## src/rtl/mmul_mac.sv

```systemverilog
// Mode-selectable matrix engine: A*B, A+B or A.*B over flattened unsigned matrices,
// one term per cycle through a shared multiply-accumulate path with optional saturation.
module mmul_mac #(
  parameter int unsigned M         = 3,
  parameter int unsigned N         = 3,
  parameter int unsigned K         = 3,
  parameter int unsigned L         = 3,
  parameter int unsigned WIDTH     = 8,
  parameter int unsigned ACC_WIDTH = 16,
  parameter bit          SATURATE  = 1'b0
) (
  input  logic                       clk,
  input  logic                       reset,
  input  logic                       start,
  input  logic [1:0]                 mode,
  input  logic [M*N*WIDTH-1:0]       mat_a,
  input  logic [K*L*WIDTH-1:0]       mat_b,
  output logic [M*L*ACC_WIDTH-1:0]   result,
  output logic                       busy,
  output logic                       done,
  output logic                       invalid,
  output logic                       overflow
);

  localparam int unsigned DimMax = (M > N) ? ((M > L) ? M : L) : ((N > L) ? N : L);
  localparam int unsigned CW     = (DimMax > 1) ? $clog2(DimMax) : 1;
  // Wide enough to hold a full product plus a wrapped accumulator without losing the carry
  localparam int unsigned SW     = ((2 * WIDTH > ACC_WIDTH) ? 2 * WIDTH : ACC_WIDTH) + 1;

  localparam logic [1:0] ModeMul  = 2'b00;
  localparam logic [1:0] ModeAdd  = 2'b01;
  localparam logic [1:0] ModeEmul = 2'b10;

  typedef enum logic [2:0] {StIdle, StCheck, StCompute, StWrite, StDone} state_e;

  state_e                     state_q, state_d;
  logic [M*N*WIDTH-1:0]       a_q, a_d;
  logic [K*L*WIDTH-1:0]       b_q, b_d;
  logic [1:0]                 mode_q, mode_d;
  logic [M*L*ACC_WIDTH-1:0]   result_q, result_d;
  logic                       invalid_q, invalid_d;
  logic                       overflow_q, overflow_d;
  logic                       ovf_pend_q, ovf_pend_d;
  // Top bit is the sticky overflow of the element being accumulated
  logic [ACC_WIDTH:0]         acc_q, acc_d;
  logic [CW-1:0]              i_q, i_d, j_q, j_d, k_q, k_d;

  logic                       valid;
  logic                       last_i, last_j, last_k;
  int unsigned                a_idx, b_idx, r_idx;
  logic [WIDTH-1:0]           a_el, b_el;
  logic [SW-1:0]              term, sum;
  logic                       elem_ovf;
  logic [ACC_WIDTH-1:0]       elem_val;

  always_comb begin
    valid = 1'b0;
    unique case (mode_q)
      ModeMul:           valid = (N == K);
      ModeAdd, ModeEmul: valid = (M == K) && (N == L);
      default:           valid = 1'b0;
    endcase
  end

  always_comb begin
    last_i = (i_q == CW'(M - 1));
    last_j = (j_q == CW'(L - 1));
    last_k = (mode_q == ModeMul) ? (k_q == CW'(N - 1)) : 1'b1;
    if (mode_q == ModeMul) begin
      a_idx = 32'(i_q) * N + 32'(k_q);
      b_idx = 32'(k_q) * L + 32'(j_q);
    end else begin
      a_idx = 32'(i_q) * N + 32'(j_q);
      b_idx = 32'(i_q) * L + 32'(j_q);
    end
    r_idx = 32'(i_q) * L + 32'(j_q);
    a_el  = a_q[a_idx*WIDTH +: WIDTH];
    b_el  = b_q[b_idx*WIDTH +: WIDTH];
    if (mode_q == ModeAdd) term = SW'(a_el) + SW'(b_el);
    else                   term = SW'(a_el) * SW'(b_el);
    sum      = SW'(acc_q[ACC_WIDTH-1:0]) + term;
    elem_ovf = acc_q[ACC_WIDTH] | (|sum[SW-1:ACC_WIDTH]);
    elem_val = (SATURATE && elem_ovf) ? {ACC_WIDTH{1'b1}} : sum[ACC_WIDTH-1:0];
  end

  always_comb begin
    state_d    = state_q;
    a_d        = a_q;
    b_d        = b_q;
    mode_d     = mode_q;
    result_d   = result_q;
    invalid_d  = invalid_q;
    overflow_d = overflow_q;
    ovf_pend_d = ovf_pend_q;
    acc_d      = acc_q;
    i_d        = i_q;
    j_d        = j_q;
    k_d        = k_q;
    unique case (state_q)
      StIdle: begin
        if (start) begin
          a_d     = mat_a;
          b_d     = mat_b;
          mode_d  = mode;
          state_d = StCheck;
        end
      end
      StCheck: begin
        if (valid) begin
          result_d   = '0;
          overflow_d = 1'b0;
          invalid_d  = 1'b0;
          ovf_pend_d = 1'b0;
          acc_d      = '0;
          i_d        = '0;
          j_d        = '0;
          k_d        = '0;
          state_d    = StCompute;
        end else begin
          invalid_d = 1'b1;
          state_d   = StDone;
        end
      end
      StCompute: begin
        acc_d = {elem_ovf, elem_val};
        if (last_k) begin
          result_d[r_idx*ACC_WIDTH +: ACC_WIDTH] = elem_val;
          ovf_pend_d = ovf_pend_q | elem_ovf;
          acc_d      = '0;
          k_d        = '0;
          if (last_j) begin
            j_d = '0;
            i_d = i_q + 1'b1;
            if (last_i) state_d = StWrite;
          end else begin
            j_d = j_q + 1'b1;
          end
        end else begin
          k_d = k_q + 1'b1;
        end
      end
      StWrite: begin
        overflow_d = ovf_pend_q;
        state_d    = StDone;
      end
      StDone: begin
        if (!start) state_d = StIdle;
      end
      default: state_d = StIdle;
    endcase
  end

  always_ff @(posedge clk) begin
    if (reset) begin
      state_q    <= StIdle;
      a_q        <= '0;
      b_q        <= '0;
      mode_q     <= '0;
      result_q   <= '0;
      invalid_q  <= 1'b0;
      overflow_q <= 1'b0;
      ovf_pend_q <= 1'b0;
      acc_q      <= '0;
      i_q        <= '0;
      j_q        <= '0;
      k_q        <= '0;
    end else begin
      state_q    <= state_d;
      a_q        <= a_d;
      b_q        <= b_d;
      mode_q     <= mode_d;
      result_q   <= result_d;
      invalid_q  <= invalid_d;
      overflow_q <= overflow_d;
      ovf_pend_q <= ovf_pend_d;
      acc_q      <= acc_d;
      i_q        <= i_d;
      j_q        <= j_d;
      k_q        <= k_d;
    end
  end

  assign result   = result_q;
  assign busy     = (state_q == StCompute) || (state_q == StWrite);
  assign done     = (state_q == StDone);
  assign invalid  = invalid_q;
  assign overflow = overflow_q;

endmodule

```

## config.mk

```make
export PLATFORM = sky130hd
export DESIGN_NAME = mmul_mac
export DESIGN_NICKNAME = d
export VERILOG_FILES = /design/src/rtl/mmul_mac.sv
export SDC_FILE = /design/constraint.sdc
export NUM_CORES = 1
export LEC_CHECK = 0
export BUFFER_PORTS_ARGS = -buffer_cell sky130_fd_sc_hd__buf_2
export CORE_MARGIN = 2
export CORE_UTILIZATION = 40
export DETAILED_ROUTE_END_ITERATION = 10
export PLACE_DENSITY_LB_ADDON = 0.08
export SLEW_MARGIN = 20
export SYNTH_ARGS = -nofsm -noshare
export SYNTH_HDL_FRONTEND = slang
export SYNTH_SLANG_ARGS = --single-unit
```

## constraint.sdc

```tcl
create_clock -name clk -period 21.8 [get_ports clk]
set_input_delay 2.18 -clock clk [delete_from_list [all_inputs] [get_ports clk]]
set_output_delay 2.18 -clock clk [all_outputs]
set_load 0.05 [all_outputs]
```

==> metrics.log, run 1 <==
[metrics] max-cap violation count: 0
[metrics] total negative setup slack: 0 ps
[metrics] number of optimization iterations in the first detailed-route pass: 5
[metrics] number of nets produced by synthesis: ~2100
[metrics] postcts setup bufs: 0
[metrics] clk slew on worst S/H paths: roughly 60 ps
[metrics] final global-route overflow total: 0
[metrics] Leakage: approximately 8.4 nW
[metrics] type of the tightest min-delay check: flop to flop
[metrics] net count of the finished layout: between 2000 and 2500
[metrics] maximum level of the CTS H-tree: 2
[metrics] initial antenna violation count: 0
[metrics] warnings from Yosys: 0
[metrics] share of the synthesized netlist area taken by xor and xnor gates: 1.95%
[metrics] WL final: ~50000 µm
[metrics] area of the mapped netlist: about 16000 µm²
[metrics] largest stage delay on the critical path: just under 800 ps
[metrics] final count of negative-setup-slack endpoints: 0
[metrics] required arrival time at the worst endpoint: ~22000 ps
[metrics] Worst Path Class, Setup: flop to flop
[metrics] power per cell area: 80.2 nW/µm²
[metrics] startpoint of the worst register-to-register path: i_q[0]
[metrics] kind of start point of the critical path: flop
[metrics] worst hold slack: 449 ps
[metrics] dominant combinational cell family by area after synthesis: simple AND/OR/NAND/NOR gates
[metrics] number of instances in the placed design: between 2000 and 3000
[metrics] signal arrival time at the worst endpoint: 10030 ps
[metrics] die extent in x: a little over 200 µm
[metrics] Resize count post-CTS: 0
[metrics] adder and majority cell fraction of the synthesized area: approximately 11%
[metrics] number of vias after detailed routing: 13900
[metrics] Longest Clk Path Bufs: 3
[metrics] largest net degree at the start of global routing: 117
[metrics] clock insertion delay at the later pin of the skew report: between 500 and 600 ps
[metrics] Non-Filler Instances: about 2600
[metrics] met2 GRT Util: between 30% and 40%
[metrics] CP dominant cell by count: sky130_fd_sc_hd__fa_1
[metrics] detailed-route DRC error count: 0
[metrics] number of CTS-inserted buffers: 36
[metrics] most common flop cell mapped by yosys: sky130_fd_sc_hd__dfxtp_1
[metrics] share of flip-flops with an asynchronous set or reset after synthesis: 0%
[metrics] final critical-path required period: approximately 9600 ps
[metrics] GRT busiest layer: met2
[metrics] worst hold path startpoint: result[40]
[metrics] Hold Violations, Final: 0
[metrics] Post-DP HPWL: around 37000 µm
[metrics] Slew Limit Headroom: between 20% and 30%
[metrics] Mapped Avg Cell Area: roughly 8.8 µm²
[metrics] flops & latches, synth: 319
[metrics] RSZ-0062 raised after global routing: no
[metrics] launch point of the worst path: i_q[0]
[metrics] share of the clock period used by the worst path after layout: a little over two fifths
[metrics] post-detailed-route via-to-cell ratio: 5.30
[metrics] Worst-Margin Slew: ~1200 ps
[metrics] placed cell areas: around 18000 µm²
[metrics] routed wire length per instance: 19.0 µm
[metrics] global-route track usage on met3: under 10%
[metrics] mux share of post-synthesis cell area: 6.02%
[metrics] Unique masters post-synth: ~80
[metrics] core area: roughly 40000 µm²
[metrics] area added between synthesis and finish: 18.3%
[metrics] worst path setup slack after routing: approximately 12000 ps
[metrics] number of standard cells after synthesis: about 1800
[metrics] final weighted congestion in routability-driven placement: 0.886
[metrics] number of buffers added to fix hold violations after cts: 0
[metrics] run status: complete, no violations
[metrics] total die area: about 42000 µm²
[metrics] reg-to-reg slack, setup: between 10000 and 15000 ps
[metrics] biggest fanout along the worst timing path: 16
[metrics] clock sink total: 319
[metrics] portion of the post-synthesis area used by sequential elements: 39.6%
[metrics] pre-CTS setup slack: between 10000 and 15000 ps
[metrics] setup skew after layout: between 15 and 20 ps
[metrics] final-report max-slew violation count: 0
[metrics] io pins: around 300
[metrics] library cell used as clock root buffer: sky130_fd_sc_hd__clkbuf_16
[metrics] Site Rows: 73
[metrics] Port-buffer cells: approximately 300
[metrics] Finished Cell Area: between 15000 and 20000 µm²
[metrics] die outline height: around 200 µm
[metrics] wire length of the first global-routing pass: ~76000 µm
[metrics] area fraction in and, or, nand and nor cells after synthesis: 18.6%
[metrics] All-Layer GR Usage: around a quarter
[metrics] share of the synthesized area in compound gates (AO/OA/AOI/OAI): a little under a fifth
[metrics] antenna-violating nets left: 0
[metrics] highest attainable clock frequency: 105 MHz
[metrics] CTS tree: built
[metrics] ratio of cells with drive above 1 in the final layout: about a fifth
[metrics] Post-synth EDFFs: 0
[metrics] worst vdd ir: 0.0515 mV
[metrics] utilization of the core after routing: between 40% and 50%
[metrics] via count of the first global-routing pass: 13300
[metrics] global-route track usage on met1: between 30% and 40%
[metrics] DRT iter0 DRCs: 923
[metrics] Total Power: ~1.5 mW
[metrics] Critical Path Slowest Stage Cell: sky130_fd_sc_hd__mux2i_4
[metrics] type of element capturing the critical path: flop
[metrics] Starting Density: slightly above 40%
-- critical path: cells and delay by family, from the launching register on --
| family | cells | cell delay, ps |
|---|---|---|
| xor+xnor | 2 | 840 |
| compound gates | 8 | 1910 |
| buf+inv | 3 | 220 |
| fa+ha+maj | 8 | 3680 |
| flops | 1 | 420 |
| simple gates | 5 | 700 |
| mux | 3 | 1690 |
-- state kept, by name (all words and copies together) (netlist names), 3 cells and up --
name	count
b_q	72
acc_q	17
result	144
a_q	72
state_q	3
-- cells by family (layout without fill, tap and decap cells) --
group | count (synthesis) | after routing
DFF | 319 | 319
and+or+nand+nor | 682 | 682
other | 0 | 1
buffers and inverters | 190 | 457
xor gates and xnor gates | 33 | 33
muxes | 53 | 53
adders and majority gates | 113 | 113
AOI/OAI and AO/OA | 442 | 442
-- where the power goes --
group | switching, mW | leakage, nW | internal (mW)
Sequential | 0.0156 | 2.59 | 0.609
Combinational | 0.211 | 5.25 | 0.105
Clock | 0.239 | 0.543 | 0.352
-- final cells by class --
cell class | instances | area (µm²)
diodes | 1 | 2.50
clock buffers | 54 | 1040
clock inverters | 5 | 81.3
fillers | 4022 | 20700
inverters | 87 | 327
multi-input cells | 1323 | 8990
flip-flops and latches | 319 | 6390
well taps | 525 | 657
repair buffers | 311 | 1600
-- cells in the final DEF (no fill, tap or decap), types with 26 or more instances in the layout --
| master | instances |
|---|---|
| sky130_fd_sc_hd__buf_2 | 295 |
| sky130_fd_sc_hd__nor2_1 | 125 |
| sky130_fd_sc_hd__a22o_1 | 61 |
| sky130_fd_sc_hd__fa_1 | 42 |
| sky130_fd_sc_hd__a22oi_1 | 39 |
| sky130_fd_sc_hd__ha_1 | 71 |
| sky130_fd_sc_hd__a21oi_1 | 226 |
| sky130_fd_sc_hd__clkbuf_16 | 37 |
| sky130_fd_sc_hd__inv_1 | 86 |
| sky130_fd_sc_hd__nand3_1 | 27 |
| sky130_fd_sc_hd__nor3_1 | 35 |
| sky130_fd_sc_hd__nand2_1 | 377 |
| sky130_fd_sc_hd__and2_1 | 51 |
| sky130_fd_sc_hd__dfxtp_1 | 319 |
| sky130_fd_sc_hd__mux4_2 | 26 |
-- per-layer routing --
| layer | vias up | part of all wire (%) | wire [µm] |
|---|---|---|---|
| met2 | 364 | 46 | 22900 |
| met4 | 0 | 2.3 | 1160 |
| met5 | - | 0 | 0 |
| met1 | 6678 | 47 | 23600 |
| met3 | 63 | 4.6 | 2290 |
| li1 | 6814 | - | - |
-- synth_stat cells (26+ instances only) --
| cell | count | area, µm² |
|---|---|---|
| sky130_fd_sc_hd__nand3_1 | 28 | 140 |
| sky130_fd_sc_hd__fa_1 | 42 | 841 |
| sky130_fd_sc_hd__a22oi_1 | 39 | 293 |
| sky130_fd_sc_hd__mux4_2 | 26 | 586 |
| sky130_fd_sc_hd__a22o_1 | 61 | 534 |
| sky130_fd_sc_hd__a21oi_1 | 226 | 1130 |
| sky130_fd_sc_hd__nor2_1 | 125 | 469 |
| sky130_fd_sc_hd__dfxtp_1 | 319 | 6390 |
| sky130_fd_sc_hd__and2_1 | 51 | 319 |
| sky130_fd_sc_hd__clkbuf_1 | 67 | 251 |
| sky130_fd_sc_hd__nand2_1 | 377 | 1420 |
| sky130_fd_sc_hd__ha_1 | 71 | 888 |
| sky130_fd_sc_hd__inv_1 | 86 | 323 |
| sky130_fd_sc_hd__nor3_1 | 35 | 175 |
-- final timing paths --
kind | to | cells past startpoint
max | result[14] | 29
min reg2reg | result[40] | 2
min | result[40] | 2
max reg2reg | result[14] | 29
(Power assumes the default switching activity.)
==> run 2, diff against run 1 <==
- clock period: 21.8 -> 10 ns (I/O delays scaled with it)
==> run 2 against run 1 <==
Design area increased by 0.77%. Via count increased by 0.93%. Combinational power increased by 120%. Sequential share of layout area decreased by 0.25 points. Fmax increased by 5.0%. Critical path depth increased by 2. Power increased by 120%. Routed wire length increased by 0.30%. Non-clock buffer count increased by 12. Clock skew decreased by 1.3 ps. Clock-buffer cell count decreased by 1. Cell count increased by 0.50%. Critical path type unchanged. Critical endpoint is now result[31]. Largest power group unchanged. Highest routed layer unchanged.
==> metrics.log, run 2 (synthesis gave the netlist of run 1 again) <==
[metrics] run status: complete, no violations
[metrics] DRT iter0 DRCs: 739
[metrics] total die area: around 42000 µm²
[metrics] clk slew on worst S/H paths: roughly 60 ps
[metrics] final critical-path required period: about 9100 ps
[metrics] max-cap violation count: 0
[metrics] maximum level of the CTS H-tree: 2
[metrics] buffer and inverter count on the worst path: 4
[metrics] detailed-route DRC error count: 0
[metrics] Leakage: ~8.5 nW
[metrics] reg-to-reg slack, setup: 890 ps
[metrics] signal arrival time at the worst endpoint: 9590 ps
[metrics] library cell used as clock root buffer: sky130_fd_sc_hd__clkbuf_16
[metrics] required arrival time at the worst endpoint: about 10000 ps
[metrics] type of element capturing the critical path: flop
[metrics] Antenna diodes: 0
[metrics] Worst-Margin Slew: 1090 ps
[metrics] Hold Violations, Final: 0
[metrics] worst flop-to-flop path endpoint: result[31]
[metrics] io pins: just under 300
[metrics] number of cells traversed by the worst register-to-register path: 31
[metrics] Longest Clk Path Bufs: 3
[metrics] routed wire length per instance: 19.0 µm
[metrics] clock insertion delay at the later pin of the skew report: 550 ps
[metrics] setup skew after layout: 14.1 ps
[metrics] final-report max-slew violation count: 0
[metrics] hold endpoint: result[34]
[metrics] Starting Density: between 40% and 50%
[metrics] type of the tightest min-delay check: flop to flop
[metrics] post-detailed-route via-to-cell ratio: 5.33
[metrics] WL final: 50100 µm
[metrics] biggest fanout along the worst timing path: 9
[metrics] wire length of the first global-routing pass: ~78000 µm
[metrics] CP dominant cell by count: sky130_fd_sc_hd__fa_1
[metrics] Fillers: ~4000
[metrics] number of optimization iterations in the first detailed-route pass: 5
[metrics] utilization of the core after routing: 48.3%
[metrics] leading cell type in the layout, fill and taps excluded: sky130_fd_sc_hd__nand2_1
[metrics] number of buffers added to fix hold violations after cts: 0
[metrics] total negative setup slack: 0 ps
[metrics] kind of start point of the critical path: flop
[metrics] Port-buffer cells: 296
[metrics] largest net degree at the start of global routing: 100
[metrics] net count of the finished layout: ~2400
[metrics] All-Layer GR Usage: 23.6%
[metrics] clock sink total: about 320
[metrics] ratio of cells with drive above 1 in the final layout: between 20% and 30%
[metrics] CTS tree: built
[metrics] via count of the first global-routing pass: approximately 14000
[metrics] worst path setup slack after routing: just under 900 ps
[metrics] Critical Path Slowest Stage Cell: sky130_fd_sc_hd__fa_1
[metrics] area added between synthesis and finish: 19.2%
[metrics] Post-DP HPWL: 37500 µm
[metrics] antenna-violating nets left: 0
[metrics] final count of negative-setup-slack endpoints: 0
[metrics] pre-CTS setup slack: 590 ps
[metrics] Site Rows: 73
[metrics] final weighted congestion in routability-driven placement: 0.867
[metrics] highest attainable clock frequency: roughly 110 MHz
[metrics] core area: around 40000 µm²
[metrics] number of flip-flops in the largest register: 144
[metrics] RSZ-0062 raised after global routing: no
[metrics] number of CTS-inserted buffers: 36
[metrics] die outline height: approximately 200 µm
[metrics] die extent in x: between 200 and 250 µm
[metrics] power per cell area: roughly 180 nW/µm²
[metrics] worst hold path depth: 2
[metrics] Slew Limit Headroom: about 27%
[metrics] gate family responsible for the most delay along the worst path: adder cells
[metrics] leading cell types in the layout, fill and taps excluded: sky130_fd_sc_hd__nand2_1 (377), sky130_fd_sc_hd__dfxtp_1 (319), sky130_fd_sc_hd__buf_2 (295)
[metrics] share of the clock period used by the worst path after layout: 91.1%
[metrics] number of vias after detailed routing: between 10000 and 15000
[metrics] worst vdd ir: between 0.1 and 0.15 mV
[metrics] largest stage delay on the critical path: about 840 ps
[metrics] Worst Path Class, Setup: flop to flop
[metrics] startpoint of the worst register-to-register path: i_q[0]
[metrics] initial antenna violation count: 0
[metrics] worst hold path startpoint: result[34]
[metrics] final global-route overflow total: 0
-- run 2: cell count changes in the layout (fill, tap and decap cells not counted), moves of 3 or more --
| cell | previous run | this run |
|---|---|---|
| sky130_fd_sc_hd__clkbuf_1 | 12 | 7 |
| sky130_fd_sc_hd__clkinv_2 | 1 | 5 |
| sky130_fd_sc_hd__buf_4 | 15 | 26 |
| sky130_fd_sc_hd__clkbuf_8 | 5 | 8 |
-- run 2: where the power goes --
part | leakage, nW | total, mW | internal, mW | switching (mW)
registers | 2.59 | 1.36 | 1.33 | 0.0372
logic | 5.31 | 0.693 | 0.238 | 0.455
clock network | 0.579 | 1.32 | 0.778 | 0.540
total | 8.48 | 3.37 | 2.34 | 1.03
-- run 2: worst max-delay path by stage --
stage                            end  cells past startpoint  slack [ps]  startpoint
after floorplan           result[14]                     32        2000      i_q[0]
after global placement    result[14]                     29         810      i_q[0]
after detailed placement  result[14]                     29         590      i_q[0]
after CTS                 result[14]                     29         530      i_q[0]
after global routing      result[14]                     32         130      i_q[0]
final                     result[31]                     31         890      i_q[0]
-- run 2: stage by stage --
stage                     hold slack (ps)  total power [mW]  cells  area (µm²)
final                                 449              3.37   2638       19200
after global routing                  464              3.54   2638       19200
after CTS                             452              3.41   2636       19200
after detailed placement              443              2.08   2575       18000
after floorplan                       432              1.86   1832       16100
after global placement                435              2.08   2575       18000
-- run 2: worst min-delay path, cell delays in order, from the launching register on --
cell and delay (ps):
sky130_fd_sc_hd__dfxtp_1 310, sky130_fd_sc_hd__nand2_1 50, sky130_fd_sc_hd__a21oi_1 50
-- run 2: layout make-up --
cell class / count / area (µm²) / share of cell area, %
inverter: 87 / 327 / 1.70
multi-input combinational: 1323 / 8990 / 46.8
tap: 525 / 657 / 3.42
sequential: 319 / 6390 / 33.2
clock inverter: 8 / 80.1 / 0.416
timing repair buffer: 323 / 1700 / 8.85
clock buffer: 53 / 1090 / 5.65
-- run 2: routing by layer --
metal / global-route usage (%) / up-vias / share of wire, %
met5: 0 / - / 0
met4: 6.99 / 0 / 2.2
met3: 2.96 / 58 / 4.3
met2: 38.0 / 345 / 46
met1: 33.2 / 6801 / 47
li1: - / 6845 / -
-- run 2: timing repair --
action,CTS,global route
resized for setup,0,1
hold endpoints to repair,0,0
setup endpoints to repair,0,4
buffers inserted,0,2
==> run 3, diff against run 2 <==
- ABC_AREA: unset -> 1
==> run 3 against run 2 <==
First-iteration DRC count grew 51%. Clock skew increased by 6.5 ps. Global-route usage rose by 0.80 points. Critical path depth increased by 8. Register-to-register slack improved by 180 ps. Sequential share of layout area fell by 1.7 points.
==> metrics.log, run 3 <==
[metrics] number of cells traversed by the worst register-to-register path: 39
[metrics] area added between synthesis and finish: 17.5%
[metrics] list of most frequent post-synthesis cells: sky130_fd_sc_hd__nand2_1 (465), sky130_fd_sc_hd__a21oi_1 (329), sky130_fd_sc_hd__dfxtp_1 (319)
[metrics] core area: about 43000 µm²
[metrics] worst hold path startpoint: b_q[31]
[metrics] number of CTS-inserted buffers: 37
[metrics] share of flip-flops with an asynchronous set or reset after synthesis: 0%
[metrics] CP dominant cell by count: sky130_fd_sc_hd__nand2_1
[metrics] routed wire length per instance: around 17 µm
[metrics] type of element capturing the critical path: flop
[metrics] number of optimization iterations in the first detailed-route pass: 6
[metrics] global-route track usage on met1: about a third
[metrics] startpoint of the worst register-to-register path: k_q[0]
[metrics] worst flop-to-flop path endpoint: result[127]
[metrics] portion of the post-synthesis area used by sequential elements: roughly 37%
[metrics] largest stage delay on the critical path: between 500 and 600 ps
[metrics] most common flop cell mapped by yosys: sky130_fd_sc_hd__dfxtp_1
[metrics] Hold Violations, Final: 0
[metrics] cell type with the largest total area after synthesis: sky130_fd_sc_hd__dfxtp_1
[metrics] type of the tightest min-delay check: flop to flop
[metrics] area of the mapped netlist: approximately 17000 µm²
[metrics] number of standard cells after synthesis: between 2000 and 2500
[metrics] net count of the finished layout: just under 3000
[metrics] share of the clock period used by the worst path after layout: between 80% and 90%
[metrics] number of vias after detailed routing: 16500
[metrics] kind of start point of the critical path: flop
[metrics] die outline height: around 210 µm
[metrics] io pins: a little under 300
[metrics] final weighted congestion in routability-driven placement: ~0.9
[metrics] total die area: roughly 45000 µm²
[metrics] hold endpoint: b_q[31]
[metrics] global-route track usage on met3: 3.62%
[metrics] signal arrival time at the worst endpoint: between 9000 and 10000 ps
[metrics] Starting Density: between 40 and 50%
[metrics] leading cell type in the layout, fill and taps excluded: sky130_fd_sc_hd__nand2_1
[metrics] reg-to-reg slack, setup: between 1000 and 1500 ps
[metrics] Unique masters post-synth: 46
[metrics] Non-Filler Instances: 3292
[metrics] worst hold path depth: 2
[metrics] pre-CTS setup slack: between 1000 and 1500 ps
[metrics] CTS tree: built
[metrics] final global-route overflow total: 0
[metrics] Slew Limit Headroom: between 20% and 30%
[metrics] required arrival time at the worst endpoint: between 10000 and 15000 ps
[metrics] detailed-route DRC error count: 0
[metrics] maximum level of the CTS H-tree: 2
[metrics] Resize count post-CTS: 0
[metrics] antenna-violating nets left: 0
[metrics] highest attainable clock frequency: ~110 MHz
[metrics] met2 GRT Util: between 40 and 50%
[metrics] worst hold slack: approximately 440 ps
[metrics] Longest Clk Path Bufs: 3
[metrics] Post-DP HPWL: 41800 µm
[metrics] Site Rows: 76
[metrics] warnings from Yosys: 0
[metrics] DRT iter0 DRCs: ~1100
[metrics] Antenna diodes: 0
[metrics] total negative setup slack: 0 ps
[metrics] clock insertion delay at the later pin of the skew report: ~540 ps
[metrics] post-detailed-route via-to-cell ratio: roughly 5.0
[metrics] Worst Path Class, Setup: flop to flop
[metrics] buffer and inverter count on the worst path: 8
[metrics] largest net degree at the start of global routing: between 200 and 250
[metrics] max-cap violation count: 0
[metrics] Mapped Avg Cell Area: approximately 7.0 µm²
[metrics] via count of the first global-routing pass: 15800
[metrics] postcts setup bufs: 0
[metrics] All-Layer GR Usage: around 24%
[metrics] die extent in x: 212 µm
[metrics] worst path setup slack after routing: between 1000 and 1500 ps
[metrics] RSZ-0062 raised after global routing: no
[metrics] WL final: roughly 55000 µm
[metrics] Port-buffer cells: slightly below 300
[metrics] final critical-path required period: around 8900 ps
[metrics] gate family responsible for the most delay along the worst path: adder cells
[metrics] library cell used as clock root buffer: sky130_fd_sc_hd__clkbuf_16
[metrics] wire length of the first global-routing pass: 86100 µm
[metrics] Critical Path Slowest Stage Cell: sky130_fd_sc_hd__o21ai_2
[metrics] biggest fanout along the worst timing path: 10
[metrics] Worst-Margin Slew: approximately 1100 ps
[metrics] top-area cell type share of the netlist area: a little under two fifths
[metrics] cell with the most instances after synthesis: sky130_fd_sc_hd__nand2_1
[metrics] clk slew on worst S/H paths: about 60 ps
[metrics] GRT busiest layer: met2
[metrics] flops & latches, synth: ~320
[metrics] largest cells by area after synthesis: sky130_fd_sc_hd__dfxtp_1 (37%), sky130_fd_sc_hd__nand2_1 (10%), sky130_fd_sc_hd__a21oi_1 (9.5%), sky130_fd_sc_hd__inv_1 (6.9%), sky130_fd_sc_hd__o21ai_0 (5.7%)
[metrics] number of buffers added to fix hold violations after cts: 0
[metrics] ratio of cells with drive above 1 in the final layout: about 16%
[metrics] setup skew after layout: roughly 21 ps
[metrics] number of flip-flops in the largest register: around 140
[metrics] clock sink total: around 320
[metrics] run status: complete, no violations
[metrics] leading cell types in the layout, fill and taps excluded: sky130_fd_sc_hd__nand2_1 (465), sky130_fd_sc_hd__a21oi_1 (329), sky130_fd_sc_hd__dfxtp_1 (319)
[metrics] number of instances in the placed design: 3231
[metrics] final count of negative-setup-slack endpoints: 0
[metrics] initial antenna violation count: 1
[metrics] final-report max-slew violation count: 0
[metrics] Post-synth EDFFs: 0
[metrics] number of nets produced by synthesis: ~2700
## run 3: area by class of cell
| type | instances | area, µm² |
|---|---|---|
| fill | 4487 | 22600 |
| multi-input combinational | 1672 | 9100 |
| sequential | 319 | 6390 |
| timing repair buffer | 305 | 1560 |
| inverter | 350 | 1320 |
| clock buffer | 47 | 1020 |
| tap | 585 | 732 |
| clock inverter | 14 | 174 |
## run 3: how the worst max path moves through the flow
stage           start          end  slack, ps  cells past startpoint
6_report       k_q[0]  result[127]       1070                     39
5_1_grt        k_q[0]  result[127]        470                     39
4_1_cts        k_q[0]  result[127]       1000                     39
3_5_place_dp   k_q[0]  result[127]       1060                     39
3_3_place_gp   k_q[0]  result[127]       1130                     39
2_1_floorplan  j_q[1]   result[62]       2610                     39
## run 3: per-stage QoR
stage,area (µm²),utilization (%)
after floorplan,17300,-
after global placement,19100,44.5
after detailed placement,19100,44.5
after CTS,20300,47.3
after global routing,20300,47.3
final,20300,47.3
## run 3: routing by layer
metal  vias to the layer above  wire [µm]
li1                       8403          -
met1                      7634      25500
met2                       426      25800
met3                        84       2590
met4                         2       1500
met5                         -         12
## run 3: worst reg2reg max path, delay by kind of cell (launching register included)
family | cells | cell delay, ps
buffers and inverters | 8 | 780
adder cells (fa/ha/maj) | 10 | 4160
AO/OA/AOI/OAI | 7 | 1720
AND/OR/NAND/NOR | 14 | 1750
flip-flops | 1 | 440
## run 3: logic make-up after synthesis
kind of cell	Yosys count	synth area share (%)
AND/OR/NAND/NOR	945	23.4
AO/OA/AOI/OAI	600	18.5
buffers and inverters	463	10.4
flip-flops	319	37.0
adder cells (fa/ha/maj)	113	10.0
XOR/XNOR	14	0.710
Power of run 3 is left out: the tool's default activity adds up to more than one toggle a clock period on the data nets, which glitch-free logic cannot reach.
